### config.mk
export PLATFORM = sky130hd
export DESIGN_NAME = wb_byte_master
export DESIGN_NICKNAME = d
export VERILOG_FILES = /design/src/rtl/wb_byte_master_pkg.sv /design/src/rtl/wb_byte_master.sv
export SDC_FILE = /design/constraint.sdc
export NUM_CORES = 1
export LEC_CHECK = 0
export CAP_MARGIN = 30
export CORE_ASPECT_RATIO = 0.75
export CORE_MARGIN = 5
export CORE_UTILIZATION = 40
export CTS_CLUSTER_SIZE = 25
export DETAILED_ROUTE_END_ITERATION = 10
export PLACE_DENSITY = 0.67
export RECOVER_POWER = 25
export SYNTH_ARGS = -nofsm -noshare
export SYNTH_HDL_FRONTEND = slang
export SYNTH_SLANG_ARGS = --single-unit
### constraint.sdc
create_clock -name clk -period 4.55 [get_ports clk]
set_input_delay 0.91 -clock clk [delete_from_list [all_inputs] [get_ports clk]]
set_output_delay 0.91 -clock clk [all_outputs]
set_load 0.05 [all_outputs]
### src/rtl/wb_byte_master_pkg.sv
// Shared constants for the byte-stream Wishbone debug initiator.
// Covers command bytes, status bytes and the control FSM state encoding.
// Contains no logic, so it adds no latency and has no backpressure.
package wb_byte_master_pkg;

    localparam logic [7:0] CMD_WR = 8'h57;  // 'W'
    localparam logic [7:0] CMD_RD = 8'h52;  // 'R'

    localparam logic [7:0] ST_OK  = 8'h4B;  // 'K' : slave acked
    localparam logic [7:0] ST_ERR = 8'h45;  // 'E' : slave signalled err
    localparam logic [7:0] ST_TMO = 8'h54;  // 'T' : no answer in time

    typedef enum logic [2:0] {
        IDLE = 3'd0,
        ADDR = 3'd1,
        DATA = 3'd2,
        REQ  = 3'd3,
        WAIT = 3'd4,
        RESP = 3'd5
    } state_e;

endpackage

### src/rtl/wb_byte_master.sv
// Byte-stream command parser that issues single 32-bit pipelined Wishbone cycles.
// Latency: last frame byte accepted -> cyc/stb next cycle; ack/err -> tx_valid next cycle.
// Backpressure: rx_ready drops while a bus cycle or response is active; tx bytes hold until tx_ready.
module wb_byte_master
    import wb_byte_master_pkg::*;
#(
    parameter int TIMEOUT = 1024,
    parameter int CNT_W   = 11
) (
    input  logic        clk,
    input  logic        rst_n,
    input  logic [7:0]  rx_data,
    input  logic        rx_valid,
    output logic        rx_ready,
    output logic [7:0]  tx_data,
    output logic        tx_valid,
    input  logic        tx_ready,
    output logic        wb_cyc,
    output logic        wb_stb,
    output logic        wb_we,
    output logic [31:0] wb_adr,
    output logic [3:0]  wb_sel,
    output logic [31:0] wb_dat_o,
    input  logic [31:0] wb_dat_i,
    input  logic        wb_ack,
    input  logic        wb_err,
    input  logic        wb_stall
);

    // Last count value before the timeout fires; cyc stays up exactly TIMEOUT cycles.
    localparam logic [CNT_W-1:0] CNT_LAST = CNT_W'(TIMEOUT - 1);

    state_e           state_q, state_d;
    logic [1:0]       idx_q, idx_d;       // byte index shared by ADDR, DATA and RESP
    logic             we_q, we_d;
    logic [31:0]      adr_q, adr_d;
    logic [31:0]      dat_q, dat_d;
    logic [31:0]      rdat_q, rdat_d;
    logic [7:0]       stat_q, stat_d;
    logic             hdr_q, hdr_d;       // status byte still pending in RESP
    logic [CNT_W-1:0] cnt_q, cnt_d;
    logic             live_q;             // keeps rx_ready low while and just after reset

    logic             rx_fire;
    logic             tx_fire;
    logic             in_bus;
    logic             tmo;
    logic [7:0]       rbyte;

    assign rx_fire = rx_valid & rx_ready;
    assign tx_fire = tx_valid & tx_ready;
    assign in_bus  = (state_q == REQ) || (state_q == WAIT);
    assign tmo     = (cnt_q == CNT_LAST);

    // Outputs decode straight from registered state so reset clears them asynchronously.
    assign rx_ready = live_q && ((state_q == IDLE) || (state_q == ADDR) || (state_q == DATA));
    assign wb_cyc   = in_bus;
    assign wb_stb   = (state_q == REQ);
    assign wb_we    = in_bus & we_q;
    assign wb_sel   = in_bus ? 4'hF : 4'h0;
    assign wb_adr   = adr_q;
    assign wb_dat_o = dat_q;
    assign tx_valid = (state_q == RESP);

    // Select the outgoing read-data byte, most significant first.
    always_comb begin
        rbyte = rdat_q[31:24];
        case (idx_q)
            2'd0: rbyte = rdat_q[31:24];
            2'd1: rbyte = rdat_q[23:16];
            2'd2: rbyte = rdat_q[15:8];
            2'd3: rbyte = rdat_q[7:0];
            default: rbyte = rdat_q[31:24];
        endcase
    end

    assign tx_data = (state_q != RESP) ? 8'h00 : (hdr_q ? stat_q : rbyte);

    // Frame parsing, bus cycle control, timeout and response sequencing.
    always_comb begin
        state_d = state_q;
        idx_d   = idx_q;
        we_d    = we_q;
        adr_d   = adr_q;
        dat_d   = dat_q;
        rdat_d  = rdat_q;
        stat_d  = stat_q;
        hdr_d   = hdr_q;
        cnt_d   = cnt_q;

        case (state_q)
            IDLE: begin
                // Anything that is not a command byte is junk and gets dropped here.
                if (rx_fire && ((rx_data == CMD_WR) || (rx_data == CMD_RD))) begin
                    we_d    = (rx_data == CMD_WR);
                    idx_d   = 2'd0;
                    state_d = ADDR;
                end
            end
            ADDR: begin
                if (rx_fire) begin
                    adr_d = {adr_q[23:0], rx_data};
                    idx_d = idx_q + 2'd1;
                    if (idx_q == 2'd3) begin
                        cnt_d   = '0;
                        state_d = we_q ? DATA : REQ;
                    end
                end
            end
            DATA: begin
                if (rx_fire) begin
                    dat_d = {dat_q[23:0], rx_data};
                    idx_d = idx_q + 2'd1;
                    if (idx_q == 2'd3) begin
                        cnt_d   = '0;
                        state_d = REQ;
                    end
                end
            end
            REQ, WAIT: begin
                cnt_d = cnt_q + 1'b1;
                // ack/err only count once the request is accepted (always true in WAIT).
                if ((state_q == WAIT || !wb_stall) && (wb_ack || wb_err)) begin
                    stat_d  = wb_err ? ST_ERR : ST_OK;
                    rdat_d  = wb_dat_i;
                    hdr_d   = 1'b1;
                    idx_d   = 2'd0;
                    state_d = RESP;
                end else if (tmo) begin
                    stat_d  = ST_TMO;
                    hdr_d   = 1'b1;
                    idx_d   = 2'd0;
                    state_d = RESP;
                end else if (state_q == REQ && !wb_stall) begin
                    state_d = WAIT;
                end
            end
            RESP: begin
                if (tx_fire) begin
                    if (hdr_q) begin
                        // Only a successful read carries data bytes after the status.
                        if (!we_q && (stat_q == ST_OK)) begin
                            hdr_d = 1'b0;
                        end else begin
                            state_d = IDLE;
                        end
                    end else begin
                        idx_d = idx_q + 2'd1;
                        if (idx_q == 2'd3) begin
                            state_d = IDLE;
                        end
                    end
                end
            end
            default: state_d = IDLE;
        endcase
    end

    // State registers with asynchronous clear.
    always_ff @(posedge clk or negedge rst_n) begin
        if (!rst_n) begin
            state_q <= IDLE;
            idx_q   <= 2'd0;
            we_q    <= 1'b0;
            adr_q   <= 32'h0;
            dat_q   <= 32'h0;
            rdat_q  <= 32'h0;
            stat_q  <= 8'h00;
            hdr_q   <= 1'b0;
            cnt_q   <= '0;
            live_q  <= 1'b0;
        end else begin
            state_q <= state_d;
            idx_q   <= idx_d;
            we_q    <= we_d;
            adr_q   <= adr_d;
            dat_q   <= dat_d;
            rdat_q  <= rdat_d;
            stat_q  <= stat_d;
            hdr_q   <= hdr_d;
            cnt_q   <= cnt_d;
            live_q  <= 1'b1;
        end
    end

endmodule

== Word level (Yosys, flattened, before mapping) ==
Cells that the tools add are included.
W data, S select, Z words.
Storage, ports and cells
  bits in read-only memories: 0
  output and inout bits: 81
  flip-flop bits (word level): 123
  bits in writable memories: 0
  memories: 0
  latch bits: 0
  bits of input ports: 47
  logic and storage cells: 108
Cells by class
  multipliers: 0
  bitwise logic cells: 3
  eq/ne operators: 26
  div/mod/pow operators: 0
  mux-type cells: 37
  $add $sub $neg: 2
  shift operators: 0
  order comparisons: 0
  reductions and logical operators: 30
Operator list (count)
  $mux W3: 12
  $mux W8: 4
  $pmux W8 S4: 1
  $eq A8 B7 Y1 const B: 3
  $mux W11: 2
  $pmux W11 S2: 1
  $pmux W3 S5: 1
  $mux W2: 6
  $ne A2 B1 Y1 const B: 6
  $add A11 B1 Y11 const B: 1
  $eq A11 B10 Y1 const B: 1
  $reduce_and A2 Y1: 5
  $ne A3 B3 Y1 const B: 3
  $reduce_and A9 Y1: 1
  $mux W4: 2
  $pmux W2 S4: 1
  $eq A3 B2 Y1 const B: 2
  $eq A3 B3 Y1 const B: 2
  $logic_or A1 B1 Y1: 6
  $mux W1: 6
  $ne A2 B2 Y1 const B: 3
  $reduce_and A3 Y1: 2
  $reduce_and A6 Y1: 1
  $reduce_bool A2 Y1: 3
  other kinds (14): 23

== Longest topological paths before layout ==
Gate-level depths: netlist (run 1).
  depth after elaboration: 8
  mapped depth: 7
  depth with buffers taken out: 6

== Worst setup path before layout (run 1) ==
Ideal clock, no wire load.
  path type: register to output
  start: register state_q[0]
  end: output wb_we
  buffers on the path: 2
  arrival time: 2.553 ns
  data required time: 3.640 ns
  cell stages (with the launch flop): 7
  slack: 1.087 ns
  cell sequence: dfrtp_1 clkbuf_1 and3b_1 a21oi_2 inv_2 clkbuf_1 and2_1
On the way
  longest elaborated chain between the ends: 3
  elaborated cells between the ends (all ways): 4
RTL lines
  start, declared: line wb_byte_master.sv:33  | state_e state_q, state_d;
  start signal, assigned: line wb_byte_master.sv:173  | state_q <= state_d;
  $eq A3 B2 Y1
  net wb_stb: line wb_byte_master.sv:19  | output logic wb_stb,
  $logic_or A1 B1 Y1: line wb_byte_master.sv:52  | assign in_bus = (state_q == REQ) || (state_q == WAIT);
  net wb_cyc: line wb_byte_master.sv:18  | output logic wb_cyc,
  $and A1 B1 Y1: line wb_byte_master.sv:59  | assign wb_we = in_bus & we_q;
  end, declared: line wb_byte_master.sv:20  | output logic wb_we,
The timed path passes the listed nets, and every way through them passes these cells.

== Worst setup path in the final report (run 1) ==
  start: register state_q[1]
  end: output wb_we
On the way
  longest elaborated chain between the ends: 3
  elaborated cells between the ends (all ways): 4
RTL lines (line)
  $eq A3 B2 Y1 or $eq A3 B3 Y1 (tied branches): wb_byte_master.sv:52
  $logic_or A1 B1 Y1 (*): wb_byte_master.sv:52
  $and A1 B1 Y1 (*): wb_byte_master.sv:59
Every way passes the cells marked *; elsewhere a longest branch is shown, timed or not.

==> results.md, run 1 <==
* Setup violations, final at 0
* Max capacitance violation total at 1
* Die area at 0.0155 sq mm
* Synthesized Nets at 462
* Multi-input logic area at 0.00207 sq mm
* Syn. warnings at 0
* Most common library cells after synthesis: 120 x dfrtp_1, 68 x mux2_2, 32 x o21ai_0
* Area contributors post-synth: dfrtp_1 58%, mux2_2 15%, mux2_1 6.5%
* Reg clk slew, reported paths at 0.05 ns
* CTS Buffer Depth at 2
* Vias/cell at 5.11
* Initial Utilization at 40.5%
* # fillers at 1087
* Worst Path Arrival at 2.84 ns
* CP Capture Type: output port
* Core Area at 0.0129 sq mm
* CP Launch Type: register
* Largest net degree at the start of global routing at 72
* Worst-Margin Slew at 1.77 ns
* Placer Congestion at 0.889
* Area Overhead vs Synth at 39.5%
* FF+latch area at 0.00300 sq mm
* Fmax at 267 MHz
* Post-Layout Cell Count at 721
* Postcts setup bufs at 0
* Hold Fails Final Rpt at 0
* FP Rows at 36
* Clk network pwr share at 24.3%
* CTS resizes at 0
* DR iter-0 viols at 218
* Synth Register Bits at 120
* Initial antenna violation count at 0
* CTS tree: built
* Min Tclk post-route at 3.75 ns
* Remaining antenna violation count at 0
* Maximum vdd drop at 0.000396 V
* Worst EP required at 3.64 ns
* Overall global routing resource usage at 16.4%
* RSZ-0062 raised after global routing: false
* Sink Count at 120
* Status: complete, but fails checks
* Tcrit/Tclk final at 82.4%
* I/O Pins at 128
* Slew Limit Headroom at -17.7%
* Setup tns final at 0 ns
* EDFF count, synth at 0
* Failing checks: capacitance limit, slew limit
* Internal at 3.55 mW
* GRT Residual Overflow at 0
* Hold-fix buffers, CTS at 0
* Setup CP Type: register to output port
* Synth area leader: dfrtp_1
* Vias at 3686
* Top FF cell, synth: dfrtp_1
* Layout cell share with drive strength beyond 1 at 20.2%
* DRC viols at 0
* Switching power at 2.52 mW
* Syn avg cell area at 12.7 sq um
* Post-synth ARST share at 100%
* H-tree depth at 4
* Num CTS Buffers at 17
* Top-count cell post-synth: dfrtp_1
* Root buffer cell: clkbuf_16
* First-pass GRT wire length at 19.8 mm
* Hold Crit Class: register to register
* Flop pwr share at 30.9%
* Fin nets at 589
* Total wire length at 12.5 mm
* Comb pwr share at 44.8%
* Clock skew at 0.00684 ns
* Netlist cell types at 47
* Post-synthesis cell area at 0.00522 sq mm
* Final Max Tran Viols at 72
* # placed instances at 689
* Leakage Power at 3.14 nW
* Pre-Repair DR Iteration Count at 4
* Pwr per Cell Area at 834 mW/mm^2
* Width of the die at 142 um
* Ant. Diodes at 0
* Crit-path max FO at 20
* Routed len/inst at 17.4 um
* Switching share of power at 41.5%
* Number of global-route vias before repair at 3728
* Port Buf Inserts at 127
* DPL Wire Length at 8.80 mm
* Top-area cell type share of the netlist area at 57.5%
* Part of the Yosys area used for sequential elements at 57.5%
* Die height at 109 um
* Clock latency on the worst-skew pair at 0.40 ns
* Gate Count Post-Synth at 410
==> per-stage QoR <==
stage / hold WS [ns] / worst slack (ns) / power, mW / instance area, sq um / util, %
floorplan: 0.451 / 1.09 / 3.71 / 5220 / -
global placement: 0.467 / 1.32 / 4.57 / 6630 / 51.5
detailed placement: 0.481 / 1.24 / 4.62 / 6630 / 51.5
CTS: 0.492 / 0.789 / 6.13 / 7280 / 56.5
global route: 0.499 / 0.648 / 6.37 / 7280 / 56.5
finish: 0.490 / 0.800 / 6.07 / 7280 / 56.5
==> area by class of cell <==
| cell class | count | area share (%) |
|---|---|---|
| flip-flops and latches | 120 | 41.3 |
| multi-input cells | 257 | 28.5 |
| repair buffers | 132 | 17.9 |
| clock buffers | 20 | 6.27 |
| well taps | 171 | 2.94 |
| clock inverters | 12 | 2.72 |
| inverters | 9 | 0.464 |
==> worst paths after layout <==
kind | depth (start not counted) | start | to | slack, ns
min in group asynchronous | 1 | rst_n | rdat_q[29] | 0.95
hold / removal | 1 | rdat_q[24] | rdat_q[24] | 0.49
hold reg to reg | 1 | rdat_q[24] | rdat_q[24] | 0.49
max in group asynchronous | 2 | rst_n | rdat_q[8] | 1.57
setup / recovery | 6 | state_q[1] | wb_we | 0.80
setup reg to reg | 6 | state_q[1] | rdat_q[0] | 1.89
==> state kept, by name, summed over array words and instances, names as in the netlist <==
name,cells
idx_q,2
cnt_q,11
we_q,1
wb_dat_o,32
rdat_q,32
stat_q,5
wb_adr,32
live_q,1
hdr_q,1
state_q,3
==> metal layers <==
| layer | global-route usage (%) | share of wire [%] | vias up |
|---|---|---|---|
| met4 | 4.79 | 0.66 | 0 |
| met1 | 22.6 | 46 | 1843 |
| met2 | 25.6 | 48 | 101 |
| met3 | 4.65 | 4.9 | 7 |
| li1 | - | - | 1735 |
| met5 | 0 | 0 | - |
==> power by group through the flow <==
stage          Combinational, mW  Sequential, mW  Clock (mW)
6_report                    2.72            1.88        1.48
5_1_grt                     2.87            1.94        1.56
4_1_cts                     2.74            1.88        1.51
3_5_place_dp                2.73            1.89           0
3_3_place_gp                2.69            1.88           0
2_1_floorplan               1.11            2.60           0
==> cells by family (layout without fill, tap and decap cells) <==
kind of cell	count (synthesis)	count (layout)	synth area share, %
buffers and inverters	33	173	3.00
XOR/XNOR	1	1	0.168
AND/OR/NAND/NOR	75	75	7.10
other	1	1	0.0719
AO/OA/AOI/OAI	70	70	8.44
flip-flops	120	120	57.5
adder cells (fa/ha/maj)	6	6	1.39
multiplexers	104	104	22.3
==> worst max-delay path, stage by stage (launching register included) <==
cell	delay [ns]
dfrtp_1	0.49
nor2_1	0.36
a21oi_2	0.09
buf_4	0.21
inv_2	0.28
and2_1	0.19
clkdlybuf4s50_1	0.81
==> placed cells by master, fill, tap and decap left out, types with 4 or more instances in the layout <==
| cell type | count |
|---|---|
| ha_1 | 5 |
| nor2_1 | 25 |
| buf_4 | 4 |
| a222oi_1 | 8 |
| clkdlybuf4s50_1 | 126 |
| a31oi_1 | 4 |
| nand3_1 | 4 |
| mux2_2 | 68 |
| nand2_1 | 21 |
| mux2_1 | 30 |
| a21oi_1 | 12 |
| nand2b_1 | 4 |
| bufinv_16 | 5 |
| mux2i_1 | 6 |
| inv_1 | 8 |
| o21ai_0 | 32 |
| clkbuf_16 | 17 |
| dfrtp_1 | 120 |
No activity file was read; power rests on OpenSTA's default activity.
==> inputs of run 2 (changes only) <==
- clock period: 4.55 -> 3.9 ns (I/O delays scaled with it)
==> results.md, run 2 (same netlist as run 1, synthesis figures left out) <==
* Area Overhead vs Synth at 38.6%
* Die height at 109 um (unchanged)
* Layout cell share with drive strength beyond 1 at 20.1% (-0.037 points)
* Initial antenna violation count at 1 (+1)
* Worst-Margin Slew at 1.64 ns (-0.124 ns)
* Postcts setup bufs at 0 (unchanged)
* GRT Residual Overflow at 0 (unchanged)
* Setup crit start: state_q[1]
* Status: complete, but fails checks
* Final instance area at 0.00723 sq mm (-0.60%)
* CTS tree: built
* H-tree depth at 4 (unchanged)
* WHS Endpoint: cnt_q[8]
* CTS resizes at 0 (unchanged)
* Slowest-stage cell, CP: clkdlybuf4s50_1
* Setup violations, final at 0 (unchanged)
* Hold Fails Final Rpt at 0 (unchanged)
* RR Startpoint: state_q[1]
* Clk network pwr share at 22.7% (-1.6 points)
* Largest net degree at the start of global routing at 66 (-8.3%)
* Most common cell after layout, fill and taps aside: clkdlybuf4s50_1
* Overall global routing resource usage at 16.8% (+0.31 points)
* # placed instances at 690 (+0.15%)
* CP Capture Type: output port
* CP max stage delay at 0.81 ns (about the same)
* Width of the die at 142 um (unchanged)
* Switching power at 2.93 mW (+16%)
* Final Max Tran Viols at 66 (-8.3%)
* Worst EP required at 3.12 ns (-0.52 ns)
* Setup CP Type: register to output port
* Setup tns final at 0 ns (unchanged)
* I/O Pins at 128 (unchanged)
* Setup slack, reg-to-reg at 1.25 ns (-0.64 ns)
* Number of global-route vias before repair at 3975 (+6.6%)
* CP cell instances: nor2_1 > a21oi_2 > buf_4 > inv_2 > and2_1 > clkdlybuf4s50_1
* Hold_sp: cnt_q[8]
* Switching share of power at 42.2% (+0.65 points)
* CP Launch Type: register
* Post-Layout Cell Count at 722 (+0.14%)
* Hold depth at 1 (unchanged)
* Post-layout util at 56.2% (-0.34 points)
* DR iter-0 viols at 197 (-9.6%)
* Placer Congestion at 0.870 (-2.2%)
* Fmax at 276 MHz
* Worst path bufs/invs at 3 (unchanged)
* Pre-Repair DR Iteration Count at 5 (+1)
* Most frequent cells in the layout: 126 x clkdlybuf4s50_1, 120 x dfrtp_1, 68 x mux2_2
* Initial Utilization at 40.5% (unchanged)
* CTS Buffer Depth at 2 (unchanged)
* Post-DP Area at 0.00664 sq mm (+0.11%)
* First-pass GRT wire length at 20.3 mm (+2.7%)
* Leakage Power at 3.12 nW (-0.73%)
* Reg2reg end: rdat_q[10]
* Sink Count at 120 (unchanged)
* Clock skew at 0.00716 ns (+0.000325 ns)
* Remaining antenna violation count at 0 (unchanged)
* Port Buf Inserts at 127 (unchanged)
* Comb pwr share at 45.8% (+1.0 points)
* DRC viols at 0 (unchanged)
* Hold Crit Class: register to register
* Vias/cell at 5.19 (+1.6%)
* Failing checks: capacitance limit, slew limit
* Maximum vdd drop at 0.000496 V (+25%)
* Flop pwr share at 31.5% (+0.6 points)
* Slew Limit Headroom at -9.45% (+8.2 points)
* Total wire length at 12.5 mm (-0.20%)
* Setup slack after layout at 0.278 ns (-0.522 ns)
* Clock latency on the worst-skew pair at 0.40 ns (about the same)
* Fin nets at 590 (+0.17%)
* Hold-fix buffers, CTS at 0 (unchanged)
* Root buffer cell: clkbuf_16
* Vias at 3750 (+1.7%)
* Ant. Diodes at 0 (unchanged)
* Tcrit/Tclk final at 92.9%
* Worst Path Arrival at 2.84 ns (about the same)
* Pwr per Cell Area at 959 mW/mm^2 (+15%)
* Total power at 6.94 mW (+14%)
* FP Rows at 36 (unchanged)
* Worst r2r path cells at 6 (unchanged)
* Max capacitance violation total at 1 (unchanged)
* Core Area at 0.0129 sq mm (unchanged)
* Pre-CTS WS at 0.682 ns (-0.555 ns)
* Reg clk slew, reported paths at 0.06 ns (about the same)
* Internal at 4.01 mW (+13%)
* RSZ-0062 raised after global routing: false
* Die area at 0.0155 sq mm (unchanged)
* Hold Slack at 0.480 ns (-0.0103 ns)
* Routed len/inst at 17.3 um (-0.34%)
* Min Tclk post-route at 3.62 ns
* CP top delay family: buffers and inverters
* DPL Wire Length at 8.98 mm (+2.1%)
* Crit-path max FO at 20 (unchanged)
* Num CTS Buffers at 17 (unchanged)
==> run 2: changes by cell type in the layout (fill, tap and decap cells not counted) <==
| cell | before | now |
|---|---|---|
| clkbuf_1 | 2 | 3 |
| clkinvlp_4 | 2 | 3 |
| clkinv_2 | 3 | 4 |
| bufinv_16 | 5 | 3 |
==> run 2: area by class of cell <==
cell class	count	area, sq um
inverter	9	33.8
multi-input combinational	257	2070
tap	171	214
clock buffer	20	457
clock inverter	12	150
fill	1124	5650
sequential	120	3000
timing repair buffer	133	1300
==> run 2: how the worst max path moves through the flow <==
stage,to,slack (ns),cells after the start
finish,wb_we,0.28,6
global route,wb_we,0.13,6
CTS,wb_we,0.25,6
detailed placement,wb_we,0.68,6
global placement,wb_we,0.80,6
floorplan,wb_we,0.57,6
==> run 2: worst reg2reg max path, cell delays in order, from the launching register on <==
cell and delay [ns]:
dfrtp_1 0.49, nor2_1 0.37, a21oi_2 0.10, buf_4 0.21, inv_2 0.26, nand2_2 0.55
mux2_1 0.54
==> run 2: power by group through the flow <==
stage | logic [mW] | registers [mW] | clock network [mW]
3_5_place_dp | 3.20 | 2.20 | 0
5_1_grt | 3.36 | 2.26 | 1.67
3_3_place_gp | 3.14 | 2.18 | 0
4_1_cts | 3.21 | 2.18 | 1.62
2_1_floorplan | 1.29 | 3.03 | 0
6_report | 3.18 | 2.18 | 1.58
==> run 2: routing by layer <==
metal / global-route usage [%] / vias up / wire [um]
li1: - / 1732 / -
met1: 21.7 / 1924 / 5640
met2: 27.9 / 84 / 6300
met3: 3.29 / 8 / 452
met4: 6.71 / 2 / 95
met5: 0 / - / 18
==> inputs of run 3 (changes only) <==
- ABC_AREA: not set -> 0
==> results of run 3 <==
The final DEF is identical to that of run 2; final timing and power are the same.
==> RTL edit 1, RTL diff (settings of run 2) <==
The parameter `CNT_W` goes from 11 to 22.
--- a/src/rtl/wb_byte_master.sv
+++ b/src/rtl/wb_byte_master.sv
@@ -7,3 +7,3 @@
     parameter int TIMEOUT = 1024,
-    parameter int CNT_W   = 11
+    parameter int CNT_W   = 22
 ) (
Formal check against the unedited RTL: no difference found for any inputs over 10 cycles, from zero or initial values and one cycle with rst_n low; that may be too few to reach the edited logic, so the function may still have changed.
==> RTL edit 1 against run 2 <==
The flow still finishes with violations (capacitance limit, slew limit). Cell count is 13% higher. Worst setup slack better by 0.051 ns. Area after synthesis is 15% higher. First-iteration DRC count is 11% higher. Wire length is 10% higher. Design area is 11% higher. Sequential cell count is 11 higher. Total power is 3.6% lower.
==> RTL edit 1: results (changes against run 2) <==
* Fin cells at 817 (was 722)
* Net Sw Power at 2.756 mW (was 2.928 mW)
* Fraction of registers with async set/reset at 100.0% (unchanged)
* # nets final at 657 (was 590)
* Wire per inst at 16.91 um (was 17.32 um)
* Syn Nets at 530 (was 462)
* Post-synthesis cell type count at 66 (was 47)
* Skew final at 0.01341 ns (was 0.007160 ns)
* Max-slew violations at 59 (was 66)
* Max transition margin at -1.848% (was -9.448%)
* Post-CTS setup buffer count at 0 (unchanged)
* Crit Path Max Fanout at 13 (was 20)
* H-Tree Level Count at 4 (unchanged)
* Max cap viols at 1 (unchanged)
* Vias at 4262 (was 3750)
* Hold WC Path Type: reg -> reg (unchanged)
* Post-CTS sizing at 0 (unchanged)
* Top cells by count, synth: dfrtp_1 (131), mux2_2 (93), nor2_1 (25), o21ai_0 (22), nand2_1 (20) (was dfrtp_1 (120), mux2_2 (68), o21ai_0 (32), mux2_1 (30), nor2_1 (25))
* Dpl hpwl at 9.850 mm (was 8.985 mm)
* Result of the run: complete, but fails checks (unchanged)
* Initial antenna violation count at 0 (was 1)
* Register area share after synthesis at 54.69% (was 57.54%)
* Area contributors post-synth: dfrtp_1 (55%), mux2_2 (17%), o21ai_0 (1.8%), nor2_1 (1.6%), a222oi_1 (1.3%) (was dfrtp_1 (58%), mux2_2 (15%), mux2_1 (6.5%), o21ai_0 (3.1%), nor2_1 (1.8%))
* Synth warn at 0 (unchanged)
* Mean post-synth cell area at 12.54 um^2 (was 12.73 um^2)
* Placer's final routability congestion estimate at 0.8282 (was 0.8701)
* Leakage at 3.476 nW (was 3.122 nW)
* Failing checks: capacitance limit, slew limit (unchanged)
* Clk pin slew, worst setup/hold paths at 0.06 ns (about the same)
* DRC viols at 0 (unchanged)
* TritonCTS Buffers at 17 (unchanged)
* CTS root buffer: clkbuf_16 (unchanged)
* Largest net degree at the start of global routing at 74 (was 66)
* Gr usage total at 16.65% (was 16.76%)
* CP arrival at 2.79 ns (was 2.84 ns)
* First-pass GRT wire length at 23.05 mm (was 20.33 mm)
* Vias in the first global route at 4540 (was 3975)
* Antenna cells at 0 (unchanged)
* Share of layout cells above drive strength 1 at 24.31% (was 20.15%)
* Initial DRC count at 218 (was 197)
* Input/output buffers at 127 (unchanged)
* Worst skew pair latency at 0.42 ns (was 0.40 ns)
* Clk buf depth at 2 (unchanged)
* Pre-CTS WS at 0.7472 ns (was 0.6822 ns)
* Cells after DPL at 786 (was 690)
* Drt pass-1 iters at 4 (was 5)
* Worst IR drop on VDD at 0.6732 mV (was 0.4959 mV)
-- RTL edit 1: area by class of cell --
class | count | area (um^2)
clock buffers | 18 | 439.2
fillers | 1232 | 6581
clock inverters | 13 | 148.9
multi-input cells | 311 | 2541
flip-flops and latches | 131 | 3278
well taps | 200 | 250.2
repair buffers | 131 | 1309
inverters | 13 | 48.80
-- RTL edit 1: layer usage --
metal / global-route usage [%] / vias up / routed length [um]
met2: 24.83 / 129 / 6081
met4: 5.072 / 0 / 149
met5: 0 / - / 0
met1: 23.38 / 2130 / 6663
met3: 5.238 / 9 / 922
li1: - / 1994 / -
-- RTL edit 1: kinds of logic after synthesis --
kind of cell,after synthesis,share of synthesized area [%]
and+or+nand+nor,117,11.77
muxes,102,19.04
DFF,131,54.69
other,1,0.06256
xor gates and xnor gates,13,1.899
AOI/OAI and AO/OA,73,8.495
buffers and inverters,36,3.006
adders and majority gates,5,1.044
-- RTL edit 1: final timing paths --
kind / from / to / slack, ns / cells after the start
max: idx_q[0] / tx_data[3] / 0.33 / 6
max reg2reg: state_q[0] / rdat_q[28] / 1.41 / 5
max in group asynchronous: rst_n / rdat_q[5] / 2.09 / 2
min in group asynchronous: rst_n / rdat_q[15] / 0.72 / 1
min: wb_adr[31] / wb_adr[31] / 0.50 / 1
min reg2reg: wb_adr[31] / wb_adr[31] / 0.50 / 1
-- RTL edit 1: through the flow --
step / instance area [um^2] / power (mW) / util, %
finish: 8015 / 6.688 / 54.91
global route: 8015 / 7.026 / 54.91
CTS: 8018 / 6.736 / 54.93
detailed placement: 7430 / 5.133 / 50.90
global placement: 7430 / 5.073 / 50.90
floorplan: 5995 / 4.200 / -
-- RTL edit 1: worst max-delay path: stages (launching register included) --
cell             delay, ns
dfrtp_1               0.42
ha_1                  0.53
a222oi_1              0.16
o21ai_0               0.21
nand2b_1              0.09
a21oi_1               0.14
clkdlybuf4s50_1       0.83
-- RTL edit 1: power by group through the flow --
stage | sequential, mW | clock (mW) | combinational (mW)
2_1_floorplan | 2.91 | 0 | 1.29
3_3_place_gp | 2.24 | 0 | 2.83
3_5_place_dp | 2.24 | 0 | 2.89
4_1_cts | 2.23 | 1.61 | 2.90
5_1_grt | 2.30 | 1.67 | 3.06
6_report | 2.23 | 1.58 | 2.88
==> RTL edit 2, RTL diff (flow settings as in run 2) <==
Made on the original files. Take the reset off `dat_q` and load it in a clocked block of its own.
--- a/src/rtl/wb_byte_master.sv
+++ b/src/rtl/wb_byte_master.sv
@@ -165,3 +165,2 @@
             adr_q   <= 32'h0;
-            dat_q   <= 32'h0;
             rdat_q  <= 32'h0;
@@ -176,3 +175,2 @@
             adr_q   <= adr_d;
-            dat_q   <= dat_d;
             rdat_q  <= rdat_d;
@@ -185,2 +183,6 @@
 
+    always_ff @(posedge clk) begin
+        dat_q <= dat_d;
+    end
+
 endmodule
Function: differs if rst_n is asserted again (counterexample within 10 cycles, from zero or initial values and one cycle with rst_n low); with rst_n held inactive, the same outputs for 10 cycles.
==> RTL edit 2 against run 2 <==
Worst setup slack improved by 0.069 ns. The flow still finishes with violations (capacitance limit, slew limit). Sequential share of layout area rose by 3.0 points. Total power decreased by 10%. Design area decreased by 1.9%. Via count is 0.24% higher. Area after synthesis is 2.2% lower. Combinational power decreased by 15%. Die area decreased by 2.1%. Highest routed layer is now met4. Wire length fell by 1.0%. Sequential cell count unchanged. Largest power group unchanged. First-iteration DRC count up 16%. Critical endpoint is now tx_data[1].
==> RTL edit 2: results (changes against run 2) <==
* Net Sw Power at 2.624 mW (was 2.928 mW)
* Xor/xnor share of the synthesized area at 1.030% (was 0.1678%)
* Max transition margin at -17.60% (was -9.448%)
* CP arrival at 2.77 ns (was 2.84 ns)
* Placer's final routability congestion estimate at 0.8285 (was 0.8701)
* Max cap viols at 1 (unchanged)
* Max-slew violations at 32 (was 66)
* R2r setup slk at 1.71 ns (was 1.25 ns)
* Syn Nets at 493 (was 462)
* Initial DRC count at 229 (was 197)
* Mux contribution to synthesized area at 8.877% (was 22.30%)
* Crit path to: tx_data[1] (was wb_we)
* Result of the run: complete, but fails checks (unchanged)
* Hold wc startpoint: wb_dat_o[7] (was cnt_q[8])
* Area contributors post-synth: dfrtp_1 (43%), edfxtp_1 (19%), nand2_1 (8.0%), mux2_2 (7.1%), o21ai_0 (2.4%) (was dfrtp_1 (58%), mux2_2 (15%), mux2_1 (6.5%), o21ai_0 (3.1%), nor2_1 (1.8%))
* Crit Path Max Fanout at 8 (was 20)
* R2R Path Start: idx_q[0] (was state_q[1])
* Top cells by count, synth: nand2_1 (109), dfrtp_1 (88), edfxtp_1 (32), mux2_2 (32), nor2_1 (25) (was dfrtp_1 (120), mux2_2 (68), o21ai_0 (32), mux2_1 (30), nor2_1 (25))
* Worst stage delay on the critical path at 0.83 ns (was 0.81 ns)
* Share of layout cells above drive strength 1 at 14.58% (was 20.15%)
* Adder-Cell Fraction of Synth Area at 1.226% (was 1.391%)
* Worst r2r dst: cnt_q[5] (was rdat_q[10])
* Hold path cells at 0 (was 1)
* Dpl hpwl at 8.882 mm (was 8.985 mm)
* Worst IR drop on VDD at 0.4540 mV (was 0.4959 mV)
* Drt pass-1 iters at 6 (was 5)
* Fin cells at 749 (was 722)
* Wire per inst at 16.53 um (was 17.32 um)
* Failing checks: capacitance limit, slew limit (unchanged)
* Vias in the first global route at 3939 (was 3975)
* EDFF count, synth at 32 (was 0)
* GRT met1 Usage at 22.26% (was 21.66%)
* Post-synthesis cell count at 441 (was 410)
* Fraction of registers with async set/reset at 73.33% (was 100.0%)
* Placed inst area at 0.006529 mm^2 (was 0.006638 mm^2)
[RTL edit 2: area by class of cell]
| cell class | instances | area [um^2] | share of cell area (%) |
|---|---|---|---|
| Clock inverter | 15 | 153.9 | 2.167 |
| Timing Repair Buffer | 135 | 1319 | 18.57 |
| Multi-Input combinational cell | 290 | 1809 | 25.48 |
| Inverter | 6 | 22.52 | 0.3172 |
| Sequential cell | 120 | 3163 | 44.55 |
| Tap cell | 166 | 207.7 | 2.925 |
| Clock buffer | 17 | 425.4 | 5.991 |
[RTL edit 2: stage by stage]
stage / power, mW / worst slack [ns]
floorplan: 3.877 / 0.2507
global placement: 4.685 / 0.8432
detailed placement: 4.753 / 0.7969
CTS: 6.287 / 0.3336
global route: 6.588 / 0.1603
finish: 6.240 / 0.3470
[RTL edit 2: critical path, delay by kind of cell, from the launching register on]
family          cells  cell delay (ns)
flops               1             0.40
simple gates        1             0.09
compound gates      3             0.56
fa+ha+maj           1             0.36
buf+inv             2             0.96
